**config.mk**
```make
export PLATFORM = sky130hd
export DESIGN_NAME = contador_arbitro_flat
export DESIGN_NICKNAME = d
export VERILOG_FILES = /design/src/rtl/contador_arbitro_if.sv /design/src/rtl/contador_arbitro.sv /design/src/flat_wrapper.sv
export SDC_FILE = /design/constraint.sdc
export NUM_CORES = 1
export LEC_CHECK = 0
export BUFFER_PORTS_ARGS = -buffer_cell sky130_fd_sc_hd__buf_2
export CAP_MARGIN = 10
export CORE_ASPECT_RATIO = 1.2
export CORE_MARGIN = 3
export CORE_UTILIZATION = 25
export DETAILED_ROUTE_END_ITERATION = 12
export GPL_TIMING_DRIVEN = 1
export SYNTH_ARGS = -nofsm -noshare
export SYNTH_HDL_FRONTEND = slang
export SYNTH_SLANG_ARGS = --single-unit
```
**constraint.sdc**
```tcl
create_clock -name clk -period 2.23 [get_ports clk]
set_input_delay 0.446 -clock clk [delete_from_list [all_inputs] [get_ports clk]]
set_output_delay 0.446 -clock clk [all_outputs]
set_load 0.01 [all_outputs]
```
**src/rtl/contador_arbitro_if.sv**
```systemverilog
// contador_arbitro_if: requester-side bundle of the counter arbiter.
// master = requesters (drive jobs), slave = contador_arbitro (returns grant/results).
interface contador_arbitro_if #(
  parameter int ANCHO   = 16,
  parameter int N_ANCHO = 16
) ();
  logic [1:0]         req;
  logic [1:0]         modo0;
  logic [1:0]         modo1;
  logic [ANCHO-1:0]   d0;
  logic [ANCHO-1:0]   d1;
  logic [N_ANCHO-1:0] n0;
  logic [N_ANCHO-1:0] n1;
  logic [1:0]         gnt;
  logic [1:0]         done;
  logic [1:0]         err;
  logic [ANCHO-1:0]   resultado;
  logic               wrap;

  modport master (
    output req, modo0, modo1, d0, d1, n0, n1,
    input  gnt, done, err, resultado, wrap
  );

  modport slave (
    input  req, modo0, modo1, d0, d1, n0, n1,
    output gnt, done, err, resultado, wrap
  );
endinterface

```
**src/rtl/contador_arbitro.sv**
```systemverilog
// contador_arbitro: shares one external 16-bit counter between two requesters.
// Each job loads a start value, counts n cycles in the requested mode and
// returns the final Q plus a wrap flag (RCO[3] seen while counting).
// Optional macro CONTADOR_PRIO_FIJA_EN: fixed priority (requester 0 wins ties)
// instead of round-robin.
//
// state | meaning
// IDLE  | counter released, sampling req
// LOAD  | parallel-load latched start value into the counter
// COUNT | counter running for n cycles in the latched mode
// DONE  | capture Q and wrap, pulse done for the winner
// ERR   | latched mode was a load (11), pulse err for the winner
module contador_arbitro #(
  parameter int ANCHO   = 16,
  parameter int N_ANCHO = 16
) (
  input  logic             clk,
  input  logic             reset,
  contador_arbitro_if.slave bus,
  output logic             enb,
  output logic [1:0]       modo,
  output logic [ANCHO-1:0] D,
  input  logic [ANCHO-1:0] Q,
  input  logic [3:0]       RCO
);

  typedef enum logic [2:0] {IDLE, LOAD, COUNT, DONE, ERR} estado_t;

  estado_t            estado, estado_sig;
  logic               w, w_sig;
  logic [1:0]         modo_sel;
  logic [1:0]         modo_l;
  logic [ANCHO-1:0]   d_l;
  logic [N_ANCHO-1:0] n_l, resto;
  logic               wrap_l;

  // Only the top ripple-carry bit matters to the controller.
  logic unused_rco;
  assign unused_rco = ^RCO[2:0];

`ifdef CONTADOR_PRIO_FIJA_EN
  // Fixed priority: requester 1 wins only when requester 0 is idle.
  always_comb begin
    w_sig = ~bus.req[0];
  end
`else
  logic ptr;

  // Round-robin: on a tie, the requester not served last wins.
  always_comb begin
    w_sig = 1'b0;
    if (bus.req == 2'b11) w_sig = ptr;
    else                  w_sig = bus.req[1];
  end

  // Pointer moves to the other requester after every finished or rejected job.
  always_ff @(posedge clk) begin
    if (reset)                                ptr <= 1'b0;
    else if (estado == DONE || estado == ERR) ptr <= ~w;
  end
`endif

  // Mode of the requester that would win this cycle.
  always_comb begin
    modo_sel = w_sig ? bus.modo1 : bus.modo0;
  end

  // State register.
  always_ff @(posedge clk) begin
    if (reset) estado <= IDLE;
    else       estado <= estado_sig;
  end

  // Next state and counter-side outputs decoded from state.
  always_comb begin
    estado_sig = estado;
    enb        = 1'b0;
    modo       = 2'b00;
    D          = '0;
    case (estado)
      IDLE: begin
        if (|bus.req) estado_sig = (modo_sel == 2'b11) ? ERR : LOAD;
      end
      LOAD: begin
        enb        = 1'b1;
        modo       = 2'b11;
        D          = d_l;
        estado_sig = (n_l == '0) ? DONE : COUNT;
      end
      COUNT: begin
        enb  = 1'b1;
        modo = modo_l;
        if (resto == N_ANCHO'(1)) estado_sig = DONE;
      end
      DONE: begin
        // Mode held so RCO keeps describing the latched count direction.
        modo       = modo_l;
        estado_sig = IDLE;
      end
      ERR:     estado_sig = IDLE;
      default: estado_sig = IDLE;
    endcase
  end

  // Job latching, cycle counting, wrap tracking and registered results.
  always_ff @(posedge clk) begin
    if (reset) begin
      bus.gnt       <= 2'b00;
      bus.done      <= 2'b00;
      bus.err       <= 2'b00;
      bus.resultado <= '0;
      bus.wrap      <= 1'b0;
      w             <= 1'b0;
      modo_l        <= 2'b00;
      d_l           <= '0;
      n_l           <= '0;
      resto         <= '0;
      wrap_l        <= 1'b0;
    end else begin
      bus.done <= 2'b00;
      bus.err  <= 2'b00;
      case (estado)
        IDLE: begin
          if (|bus.req) begin
            w       <= w_sig;
            modo_l  <= modo_sel;
            d_l     <= w_sig ? bus.d1 : bus.d0;
            n_l     <= w_sig ? bus.n1 : bus.n0;
            bus.gnt <= w_sig ? 2'b10 : 2'b01;
            wrap_l  <= 1'b0;
          end
        end
        LOAD: resto <= n_l;
        COUNT: begin
          resto <= resto - N_ANCHO'(1);
          if (RCO[3]) wrap_l <= 1'b1;
        end
        DONE: begin
          bus.resultado <= Q;
          bus.wrap      <= wrap_l | RCO[3];
          bus.done      <= w ? 2'b10 : 2'b01;
          bus.gnt       <= 2'b00;
        end
        ERR: begin
          bus.err <= w ? 2'b10 : 2'b01;
          bus.gnt <= 2'b00;
        end
        default: ;
      endcase
    end
  end

endmodule

```
**src/flat_wrapper.sv**
```systemverilog
// flat-port wrapper written by rule: the top's interface ports become plain ports
module contador_arbitro_flat 
#(
  parameter int ANCHO   = 16,
  parameter int N_ANCHO = 16
)
  (clk, reset, enb, modo, D, Q, RCO, bus_req, bus_modo0, bus_modo1, bus_d0, bus_d1, bus_n0, bus_n1, bus_gnt, bus_done, bus_err, bus_resultado, bus_wrap);
  contador_arbitro_if #(.ANCHO(ANCHO), .N_ANCHO(N_ANCHO)) bus_i ();
  input  logic clk;
  input  logic reset;
  output logic enb;
  output logic [1:0] modo;
  output logic [ANCHO-1:0] D;
  input  logic [ANCHO-1:0] Q;
  input  logic [3:0] RCO;
  input wire logic [$bits(bus_i.req)-1:0] bus_req;
  input wire logic [$bits(bus_i.modo0)-1:0] bus_modo0;
  input wire logic [$bits(bus_i.modo1)-1:0] bus_modo1;
  input wire logic [$bits(bus_i.d0)-1:0] bus_d0;
  input wire logic [$bits(bus_i.d1)-1:0] bus_d1;
  input wire logic [$bits(bus_i.n0)-1:0] bus_n0;
  input wire logic [$bits(bus_i.n1)-1:0] bus_n1;
  output wire logic [$bits(bus_i.gnt)-1:0] bus_gnt;
  output wire logic [$bits(bus_i.done)-1:0] bus_done;
  output wire logic [$bits(bus_i.err)-1:0] bus_err;
  output wire logic [$bits(bus_i.resultado)-1:0] bus_resultado;
  output wire logic [$bits(bus_i.wrap)-1:0] bus_wrap;
  assign bus_i.req = bus_req;
  assign bus_i.modo0 = bus_modo0;
  assign bus_i.modo1 = bus_modo1;
  assign bus_i.d0 = bus_d0;
  assign bus_i.d1 = bus_d1;
  assign bus_i.n0 = bus_n0;
  assign bus_i.n1 = bus_n1;
  assign bus_gnt = bus_i.gnt;
  assign bus_done = bus_i.done;
  assign bus_err = bus_i.err;
  assign bus_resultado = bus_i.resultado;
  assign bus_wrap = bus_i.wrap;
  contador_arbitro #(.ANCHO(ANCHO), .N_ANCHO(N_ANCHO)) u_core (.clk(clk), .reset(reset), .bus(bus_i), .enb(enb), .modo(modo), .D(D), .Q(Q), .RCO(RCO));
endmodule
```
# After elaboration in Yosys (flattened, before gate mapping)
# Index checks and enable logic that the tools add are counted.
# W data, S select, Z words.
[word_totals]
register_bits = 79
memories = 0
ram_bits = 0
word_cells = 64
in_bits = 92
rom_bits = 0
out_inout_bits = 42
latch_bits = 0
[classes]
n_addsub = 1
bitwise = 4
mux = 20
n_mul = 0
div = 0
eq_ne = 10
reduce_logical = 16
shift = 0
n_lt_le_gt_ge = 0
[ops]
columns = ["cell", "n"]
rows = [
  ["$mux W16", 3],
  ["$pmux W16 S2", 1],
  ["$eq A16 B1 Y1 const B", 1],
  ["$logic_not A16 Y1", 1],
  ["$sub A16 B1 Y16 const B", 1],
  ["$reduce_or A2 Y1", 6],
  ["$mux W3", 3],
  ["$pmux W3 S3", 1],
  ["$mux W2", 4],
  ["$pmux W2 S2", 2],
  ["$eq A3 B2 Y1 const B", 2],
  ["$reduce_and A2 Y1", 3],
  ["$reduce_bool A2 Y1", 3],
  ["$mux W1", 5],
  ["$eq A2 B2 Y1 const B", 2],
  ["$ne A2 B1 Y1 const B", 2],
  ["$eq A3 B1 Y1 const B", 1],
  ["$eq A3 B3 Y1 const B", 1],
  ["$logic_not A3 Y1", 1],
  ["$not A1 Y1", 3],
  ["$reduce_and A3 Y1", 1],
  ["$ne A2 B2 Y1 const B", 1],
  ["$pmux W1 S2", 1],
  ["$logic_or A1 B1 Y1", 1],
  ["$or A1 B1 Y1", 1],
]

# Longest topological paths before layout
# Gate-level depths: netlist of the first run.
[depth]
depth_word = 7
mapped_depth = 7
depth_no_buf = 6

# Worst setup path after synthesis of the first run
# OpenSTA, ideal clock, no wires.
[synth_path]
path_kind = "register to output"
start = "register u_core.estado[0]"
end = "output port D[0]"
path_stages_with_launch = 5
path_buffers = 2
t_arrival_ns = 1.241
path_slack_ns = 0.543
cell_sequence = "dfxtp_1 -> buf_2 -> nor3b_2 -> clkbuf_1 -> and2_1"
[synth_via]
elab_chain_len = 2
[synth_lines]
columns = ["item", "line", "rtl"]
rows = [
  ["from (decl)", "contador_arbitro.sv:29", "estado_t estado, estado_sig;"],
  ["from (signal assigned)", "contador_arbitro.sv:71", "else estado <= estado_sig;"],
  ["$eq A3 B1 Y1", "contador_arbitro.sv:80", "case (estado)"],
  ["$mux W16", "contador_arbitro.sv:80", ""],
  ["to (decl)", "flat_wrapper.sv:13", "output logic [ANCHO-1:0] D;"],
]
# No other way between the ends.

# Worst setup path after layout of the first run
[layout_path]
start = "register u_core.estado[1]"
end = "output port D[14]"
# The elaborated chain is that of the path after synthesis.

==> run_results.csv, run 1 <==
group,metric,value,unit
pwr,powerDensity,961.5,mW/mm²
cells_and_area,mostFrequentLayoutCells,"buf_2 (130), dfxtp_1 (78), nor2_1 (53), nand2_1 (43), a21oi_1 (37)",
pwr,p_int,0.003109,W
placement,place.gp.congestion,0.8513,
setup_path,crit_type,"reg2out",
die,rows,48,
cells_and_area,final_common_cell,"buf_2",
clock_network,h-tree-depth,3,
die,core-area,0.01459,mm²
global_route,grt.overflow.total,0,
synth,syn-num-nets,527,
pwr,sequentialPowerShare,40.1,%
clock_network,clock_latency,0.34,ns
pwr,p_leak,2.209,nW
synth,avgSynthCellArea,8.695,µm²
flow_run,drv_cap,0,
pwr,vdd_drop_max,0.4201,mV
sta,maxSlewHeadroom,57.79,%
sta,skew,0.004920,ns
sta,setup_viol,0,
run_status,status,"complete, no violations",
sta,max_freq,496.9,MHz
synth,ys_seq_area_share,42.01,%
hold_path,min_path_type,"in2reg",
cells_and_area,drive_gt1_share,29.86,%
setup_path,worstSetupStartpointType,"flip-flop",
setup_path,end_kind,"output pin",
synth,synth_edf_count,0,
synth,yosys_most_used_dff,"dfxtp_1",
global_route,grt_max_degree,63,
sta,drv_slew,0,
sta,finalHoldViolations,0,
global_route,antenna_found_initial,0,
setup_path,critPathMaxFanout,32,
setup_path,worstPathArrival,1.57,ns
detailed_routing,via_count,3550,
clock_network,cts_made_buffers,9,
clock_network,cts_setup_buffers,0,
setup_path,cp.required,1.78,ns
die,start_util,25.80,%
placement,portBuffers,130,
clock_network,root_buffer,"clkbuf_16",
synth,syn_area,0.003765,mm²
detailed_routing,wl_per_cell,13.38,µm
detailed_routing,drc,0,
pwr,power.switching,0.001591,W
global_route,globalRouteTotalUtil,12.32,%
setup_path,crit_chain,"nor3b_4, buf_8, and2_1, buf_2",
synth,synth_cell_type_count,43,
detailed_routing,drtIter0Drc,182,
clock_network,clk_pin_slew,0.06,ns
pwr,netSwitchingFraction,33.85,%
pwr,p_clk_share,28.4,%
cells_and_area,finalNetCount,647,
detailed_routing,via_per_inst,4.696,
cells_and_area,area_growth,29.84,%
placement,hpwlAfterDp,7420,µm
die,io_pins,134,
sta,min_period,2.012,ns
pwr,combPwrFrac,31.5,%
synth,syn_inst,433,
die,fp.dieH,140.4,µm
detailed_routing,dr.pass1.iters,4,
synth,ys_ff_latch,79,
die,die_w,118.0,µm
global_route,grt_pass1_wl,16720,µm
synth,synth-warning-count,0,
clock_network,cts_num_sinks,79,
detailed_routing,routed_wl,10110,µm
synth,async_reset_ff_share,0,%
sta,worst_pin_slew,0.6332,ns
die,dieArea,0.01657,mm²
cells_and_area,n_antenna_cell,0,
clock_network,cts_buffer_depth,2,
sta,setup_tns,0,ns
clock_network,ctsHoldBuffers,0,
detailed_routing,ant_nets,0,
cells_and_area,utilization,33.50,%
sta,timing.final.crit_share,90.24,%
global_route,grt_pass1_vias,3438,
clock_network,tritoncts,"done",
setup_path,cpPeakStageDelay,0.40,ns
setup_path,worst_path_max_delay_cell,"dfxtp_2",
sta,rsz0062_at_grt,"false",
-- path summary, 6_finish.rpt --
path / start / end / slack, ns / cells after the start
min: Q[15] / u_core.bus.resultado[15] / 0.34 / 3
max reg2reg: u_core.estado[0] / u_core.n_l[8] / 0.46 / 6
max: u_core.estado[1] / D[14] / 0.22 / 4
min reg2reg: u_core.bus.resultado[6] / u_core.bus.resultado[6] / 0.45 / 2
-- cells in the mapped netlist, types with 2 or more instances --
master / n / area share [%]
and3b_1: 2 / 0.47
nand2b_1: 4 / 0.66
clkbuf_8: 4 / 1.5
or3b_1: 2 / 0.47
nor2b_1: 3 / 0.50
a211oi_1: 36 / 7.2
or4_4: 2 / 0.60
a31oi_1: 5 / 0.83
inv_1: 3 / 0.30
clkbuf_1: 13 / 1.3
and2_1: 17 / 2.8
nand3_1: 13 / 1.7
nor3b_2: 2 / 0.66
o311ai_1: 2 / 0.47
a22oi_1: 6 / 1.2
nor3_1: 11 / 1.5
ha_1: 2 / 0.66
o21ai_0: 3 / 0.40
buf_2: 10 / 1.3
and3_1: 3 / 0.50
a221oi_1: 2 / 0.47
dfxtp_1: 79 / 42
mux2i_1: 36 / 9.6
nor4_1: 6 / 1.0
o211ai_1: 3 / 0.60
a2bb2oi_1: 2 / 0.47
nor2_1: 54 / 5.4
nand4_1: 5 / 0.83
a32oi_1: 2 / 0.47
o31ai_1: 3 / 0.60
nand3b_1: 3 / 0.60
nor4_4: 2 / 1.1
buf_4: 5 / 1.0
nand2_1: 43 / 4.3
a21oi_1: 37 / 4.9
-- repair_timing --
action                     in CTS  in global routing
gates resized for setup         1                  3
gates cloned                    0                  0
setup endpoints to repair       1                 16
-- registers in the layout, indices dropped and copies added (netlist names), 2 cells and up --
name and count:
u_core.bus.resultado 16, u_core.bus.err 2, u_core.bus.gnt 2, u_core.n_l 16
u_core.resto 16, u_core.estado 3, u_core.modo_l 2, u_core.bus.done 2
u_core.d_l 16
-- cell families (layout without fill, tap and decap cells) --
logic type	after synthesis	count (layout)	share of synthesized area, %
AO/OA/AOI/OAI	103	103	18.01
adder cells (fa/ha/maj)	2	2	0.6646
buffers and inverters	36	159	5.484
flip-flops	79	79	42.01
multiplexers	36	36	9.571
AND/OR/NAND/NOR	177	177	24.26
-- area by class of cell --
cell class | instances | area [µm²]
fillers | 1550 | 9706
multi-input cells | 318 | 1993
flip-flops and latches | 79 | 1583
repair buffers | 142 | 785.8
clock buffers | 13 | 260.3
well taps | 200 | 250.2
inverters | 3 | 11.26
clock inverters | 1 | 5.005
-- worst max-delay path, delay by kind of cell (launching register included) --
kind,cells,cell delay [ns]
AND/OR/NAND/NOR,2,0.43
flip-flops,1,0.40
buffers and inverters,2,0.38
-- routing by layer --
layer	up-vias	global-route usage, %	wire, µm
li1	1801	-	-
met1	1641	14.35	4382
met2	98	21.08	4999
met3	10	3.958	590
met4	0	4.753	141
met5	-	0	0
-- through the flow --
step / setup WS, ns / hold WS [ns] / power (W) / instances / cell area (µm²)
after floorplan: 0.5432 / 0.4425 / 0.002920 / 433 / 3765
after global placement: 0.3286 / 0.4393 / 0.003364 / 742 / 4612
after detailed placement: 0.3448 / 0.4458 / 0.003391 / 742 / 4612
after CTS: 0.008747 / 0.3315 / 0.004755 / 756 / 4880
after global routing: 0.08643 / 0.3347 / 0.005012 / 756 / 4888
final: 0.2177 / 0.3415 / 0.004700 / 756 / 4888
-- power by group through the flow --
stage	Combinational [W]	Clock (W)	Sequential, W
final	0.00148	0.00134	0.00188
after floorplan	0.00108	0	0.00184
after global placement	0.00146	0	0.00191
after global routing	0.00165	0.00144	0.00192
after detailed placement	0.00148	0	0.00191
after CTS	0.00149	0.00139	0.00188
(Power assumes the default switching activity.)
==> run 2: changes to the inputs <==
CORE_UTILIZATION = 50   (was 25)
CTS_CLUSTER_DIAMETER = 200   (was unset)
PLACE_DENSITY = 0.8   (was unset)
==> run_results.csv, run 2 (same netlist as run 1, synthesis figures left out) <==
group,metric,value,unit
pwr,powerDensity,954.4,mW/mm²
placement,hpwlAfterDp,6663,µm
detailed_routing,dr.pass1.iters,5,
pwr,p_leak,2.181,nW
setup_path,rr_startpoint,"u_core.resto[0]",
sta,finalHoldViolations,0,
global_route,met1_usage,26.35,%
global_route,grt_max_degree,70,
die,core-area,0.007274,mm²
global_route,busiest_layer,"met2",
placement,portBuffers,130,
clock_network,tritoncts,"done",
global_route,gr-usage-met3,5.070,%
placement,place.gp.congestion,0.9219,
pwr,vdd_drop_max,0.5643,mV
setup_path,cp.required,1.78,ns
hold_path,min_path_type,"in2reg",
sta,setup_viol,0,
die,die_w,85.22,µm
placement,dp_cells,632,
global_route,use_met2,38.64,%
global_route,grt_pass1_wl,15590,µm
pwr,sequentialPowerShare,41.8,%
pwr,p_clk_share,25.5,%
setup_path,worstPathArrival,1.62,ns
detailed_routing,ant_nets,0,
global_route,globalRouteTotalUtil,22.18,%
global_route,grt.overflow.total,0,
pwr,power.switching,0.001545,W
sta,skew,0.009341,ns
sta,timing.final.crit_share,92.46,%
die,io_pins,134,
setup_path,worstSetupStartpointType,"flip-flop",
cells_and_area,finalNetCount,647,
setup_path,rr_worst_depth,6,
die,rows,34,
cells_and_area,stdcell_count,648,
die,fp.dieH,101.1,µm
detailed_routing,routed_wl,9228,µm
detailed_routing,drc,0,
hold_path,min_to,"u_core.bus.resultado[5]",
clock_network,cts_made_buffers,9,
clock_network,cts_num_sinks,79,
clock_network,clock_latency,0.35,ns
sta,maxSlewHeadroom,53.92,%
detailed_routing,wl_per_cell,14.24,µm
detailed_routing,drtIter0Drc,260,
clock_network,clk_pin_slew,0.08,ns
placement,place_area,0.004468,mm²
setup_path,crit_type,"reg2out",
cells_and_area,area_growth,24.33,%
detailed_routing,via_count,3630,
sta,worst_pin_slew,0.6911,ns
cells_and_area,mostFrequentLayoutCells,"buf_2 (130), dfxtp_1 (79), nor2_1 (54), nand2_1 (43), a21oi_1 (37)",
die,start_util,51.75,%
sta,max_freq,485.0,MHz
flow_run,drv_cap,0,
setup_path,critPathMaxFanout,20,
global_route,antenna_found_initial,0,
cells_and_area,drive_gt1_share,29.75,%
cells_and_area,utilization,64.34,%
hold_path,min_from,"Q[5]",
pwr,p_int,0.002923,W
setup_path,rrSetupSlack,0.33,ns
sta,rsz0062_at_grt,"false",
cells_and_area,design_area,0.004681,mm²
detailed_routing,via_per_inst,5.602,
clock_network,cts_setup_buffers,0,
pwr,combPwrFrac,32.7,%
sta,setup_tns,0,ns
cells_and_area,n_antenna_cell,0,
sta,drv_slew,0,
setup_path,reg2reg_to,"u_core.resto[14]",
global_route,grt_pass1_vias,3430,
pwr,netSwitchingFraction,34.58,%
clock_network,h-tree-depth,3,
clock_network,ctsHoldBuffers,0,
cells_and_area,final_common_cell,"buf_2",
setup_path,end_kind,"output pin",
run_status,status,"complete, no violations",
clock_network,ctsResizeCount,0,
die,dieArea,0.008611,mm²
sta,worst_hold_slack,0.3244,ns
hold_path,hold_depth,3,
clock_network,root_buffer,"clkbuf_8",
sta,min_period,2.062,ns
clock_network,cts_buffer_depth,2,
run 2: worst max-delay path by stage:
stage | startpoint | to | cells after the start
final | u_core.estado[1] | D[10] | 4
after global routing | u_core.estado[1] | D[10] | 4
after CTS | u_core.estado[1] | D[8] | 4
after detailed placement | u_core.resto[0] | u_core.resto[14] | 6
after global placement | u_core.resto[0] | u_core.resto[14] | 6
after floorplan | u_core.estado[0] | D[0] | 4
run 2: power groups by stage:
stage,sequential (W),combinational (W),clock (W)
2_1_floorplan,0.00184,0.00108,0
3_3_place_gp,0.00188,0.00141,0
3_5_place_dp,0.00188,0.00146,0
4_1_cts,0.00186,0.00147,0.00116
5_1_grt,0.00190,0.00164,0.00122
6_report,0.00187,0.00146,0.00114
run 2: cell type report:
class                   instances  area, µm²
multi-input cells             318       1984
inverters                       3      11.26
well taps                      90      112.6
clock buffers                  11      131.4
clock inverters                 5      81.33
repair buffers                142      778.2
fillers                       609       2594
flip-flops and latches         79       1582
run 2: stage by stage:
step                total power (W)  setup WS, ns
finish                     0.004467        0.1680
global route               0.004759       0.04195
CTS                        0.004485        0.1420
detailed placement         0.003342        0.3477
global placement           0.003295        0.3961
floorplan                  0.002920        0.5432
run 2: critical path, cell delays in order, from the launching register on:
cell,delay (ns)
dfxtp_1,0.32
nor3b_2,0.37
buf_4,0.30
and2_1,0.16
buf_2,0.13
run 2: per-layer routing:
metal | wire, µm | up-vias
li1 | - | 1800
met1 | 3645 | 1672
met2 | 4735 | 138
met3 | 689 | 20
met4 | 158 | 0
met5 | 0 | -
==> run 3: changes to the inputs <==
PLACE_DENSITY = 0.86   (was 0.8)
==> run_results.csv, run 3 (same netlist as run 1, synthesis figures left out) <==
group,metric,value,unit
detailed_routing,m1WireLength,3657,µm
global_route,grt_max_degree,70,
pwr,combPwrFrac,31.6,%
detailed_routing,wl_met2,4912,µm
pwr,netSwitchingFraction,35.28,%
die,io_pins,134,
setup_path,cp.required,1.78,ns
setup_path,critPathMaxFanout,15,
detailed_routing,dr.pass1.iters,5,
placement,hpwlAfterDp,6854,µm
cells_and_area,final_common_cell,"buf_2",
cells_and_area,utilization,63.88,%
detailed_routing,via_per_inst,5.616,
hold_path,min_path_type,"in2reg",
run_status,status,"complete, no violations",
global_route,globalRouteTotalUtil,22.90,%
cells_and_area,finalNetCount,643,
die,start_util,51.75,%
sta,finalHoldViolations,0,
detailed_routing,routed_wl,9456,µm
pwr,sequentialPowerShare,42.4,%
cells_and_area,mostFrequentLayoutCells,"buf_2 (130), dfxtp_1 (78), nor2_1 (54), nand2_1 (43), a21oi_1 (37)",
pwr,powerDensity,963.3,mW/mm²
detailed_routing,routed.top_layer,"met4",
setup_path,end_kind,"output pin",
detailed_routing,drtIter0Drc,203,
global_route,grt_pass1_vias,3489,
setup_path,cpPeakStageDelay,0.61,ns
setup_path,crit_family,"flip-flops",
clock_network,cts_setup_buffers,0,
sta,timing.final.crit_share,98.73,%
clock_network,cts_num_sinks,79,
setup_path,worst-path-buf-inv,2,
detailed_routing,wl_per_cell,14.68,µm
clock_network,cts_made_buffers,9,
die,fp.dieH,101.1,µm
sta,skew,0.01179,ns
pwr,p_clk_share,26.0,%
placement,portBuffers,130,
clock_network,ctsHoldBuffers,0,
setup_path,crit_chain,"nor3b_2, nor2_1, inv_1, buf_2",
clock_network,clk_pin_slew,0.09,ns
pwr,p_leak,2.166,nW
clock_network,h-tree-depth,3,
sta,setup_tns,0,ns
setup_path,worstSetupStartpointType,"flip-flop",
die,die_w,85.22,µm
die,core-area,0.007274,mm²
sta,drv_slew,0,
clock_network,tritoncts,"done",
cells_and_area,fillCellCount,586,
cells_and_area,n_antenna_cell,0,
die,rows,34,
placement,pre_cts_ws,0.3143,ns
die,dieArea,0.008611,mm²
sta,worst_pin_slew,0.5876,ns
clock_network,cts_buffer_depth,2,
placement,place.gp.congestion,0.8661,
clock_network,clock_latency,0.36,ns
pwr,power.switching,0.001579,W
clock_network,root_buffer,"clkbuf_8",
pwr,p_int,0.002897,W
global_route,grt_pass1_wl,15770,µm
cells_and_area,drive_gt1_share,29.78,%
sta,maxSlewHeadroom,60.82,%
pwr,power.total,0.004476,W
sta,max_freq,454.2,MHz
sta,rsz0062_at_grt,"true",
detailed_routing,via_count,3617,
cells_and_area,area_growth,23.43,%
setup_path,crit_type,"reg2out",
sta,fin_ws,0.02840,ns
global_route,antenna_found_initial,0,
flow_run,drv_cap,0,
sta,setup_viol,0,
detailed_routing,drc,0,
setup_path,worstPathArrival,1.76,ns
setup_path,worst_path_max_delay_cell,"dfxtp_1",
global_route,grt.overflow.total,0,
clock_network,ctsResizeCount,1,
detailed_routing,met3WireLength,676,µm
detailed_routing,ant_nets,0,
pwr,vdd_drop_max,0.5229,mV
sta,min_period,2.202,ns
[run 3: cell count changes in the layout (fill, tap and decap cells not counted), sizes merged]
| cell | delta |
|---|---|
| buf | -4 |
| clkbuf | -2 |
| clkinv | +3 |
| clkinvlp | -1 |
[run 3: final timing paths]
check,startpoint,to,slack [ns],depth (start not counted)
worst max-delay path,u_core.estado[2],enb,0.03,4
worst min-delay path,Q[7],u_core.bus.resultado[7],0.32,3
worst max register to register,u_core.resto[1],u_core.resto[14],0.30,6
worst min register to register,u_core.bus.resultado[12],u_core.bus.resultado[12],0.45,2
[run 3: area by class of cell]
type	instances	area, µm²	area share (%)
clock buffers	9	123.9	2.666
clock inverters	7	96.34	2.073
inverters	3	11.26	0.2423
multi-input cells	318	1984	42.70
flip-flops and latches	79	1583	34.06
well taps	90	112.6	2.423
repair buffers	138	735.7	15.83
[run 3: per-stage QoR]
step | instances | area (µm²) | hold slack [ns]
after floorplan | 433 | 3765 | 0.4425
after global placement | 628 | 4425 | 0.4396
after detailed placement | 628 | 4425 | 0.4495
after CTS | 644 | 4647 | 0.3018
after global routing | 644 | 4647 | 0.2982
final | 644 | 4647 | 0.3156
[run 3: worst reg2reg max path, cell delays in order, from the launching register on]
cell and delay [ns]:
dfxtp_1 0.35, inv_1 0.09, ha_1 0.31, or4bb_4 0.61, nor4_4 0.21, a211oi_1 0.13
a21oi_1 0.15
[run 3: layer usage]
| layer | GRT usage (%) | vias to the layer above |
|---|---|---|
| li1 | - | 1804 |
| met1 | 26.20 | 1639 |
| met2 | 39.77 | 149 |
| met3 | 5.642 | 25 |
| met4 | 10.96 | 0 |
| met5 | 0 | - |
[run 3: power groups by stage]
stage                     Clock (W)  Sequential, W  Combinational (W)
after floorplan                   0        0.00184            0.00108
after global placement            0        0.00191            0.00135
after detailed placement          0        0.00192            0.00140
after CTS                   0.00119        0.00189            0.00141
after global routing        0.00126        0.00193            0.00159
final                       0.00116        0.00190            0.00141
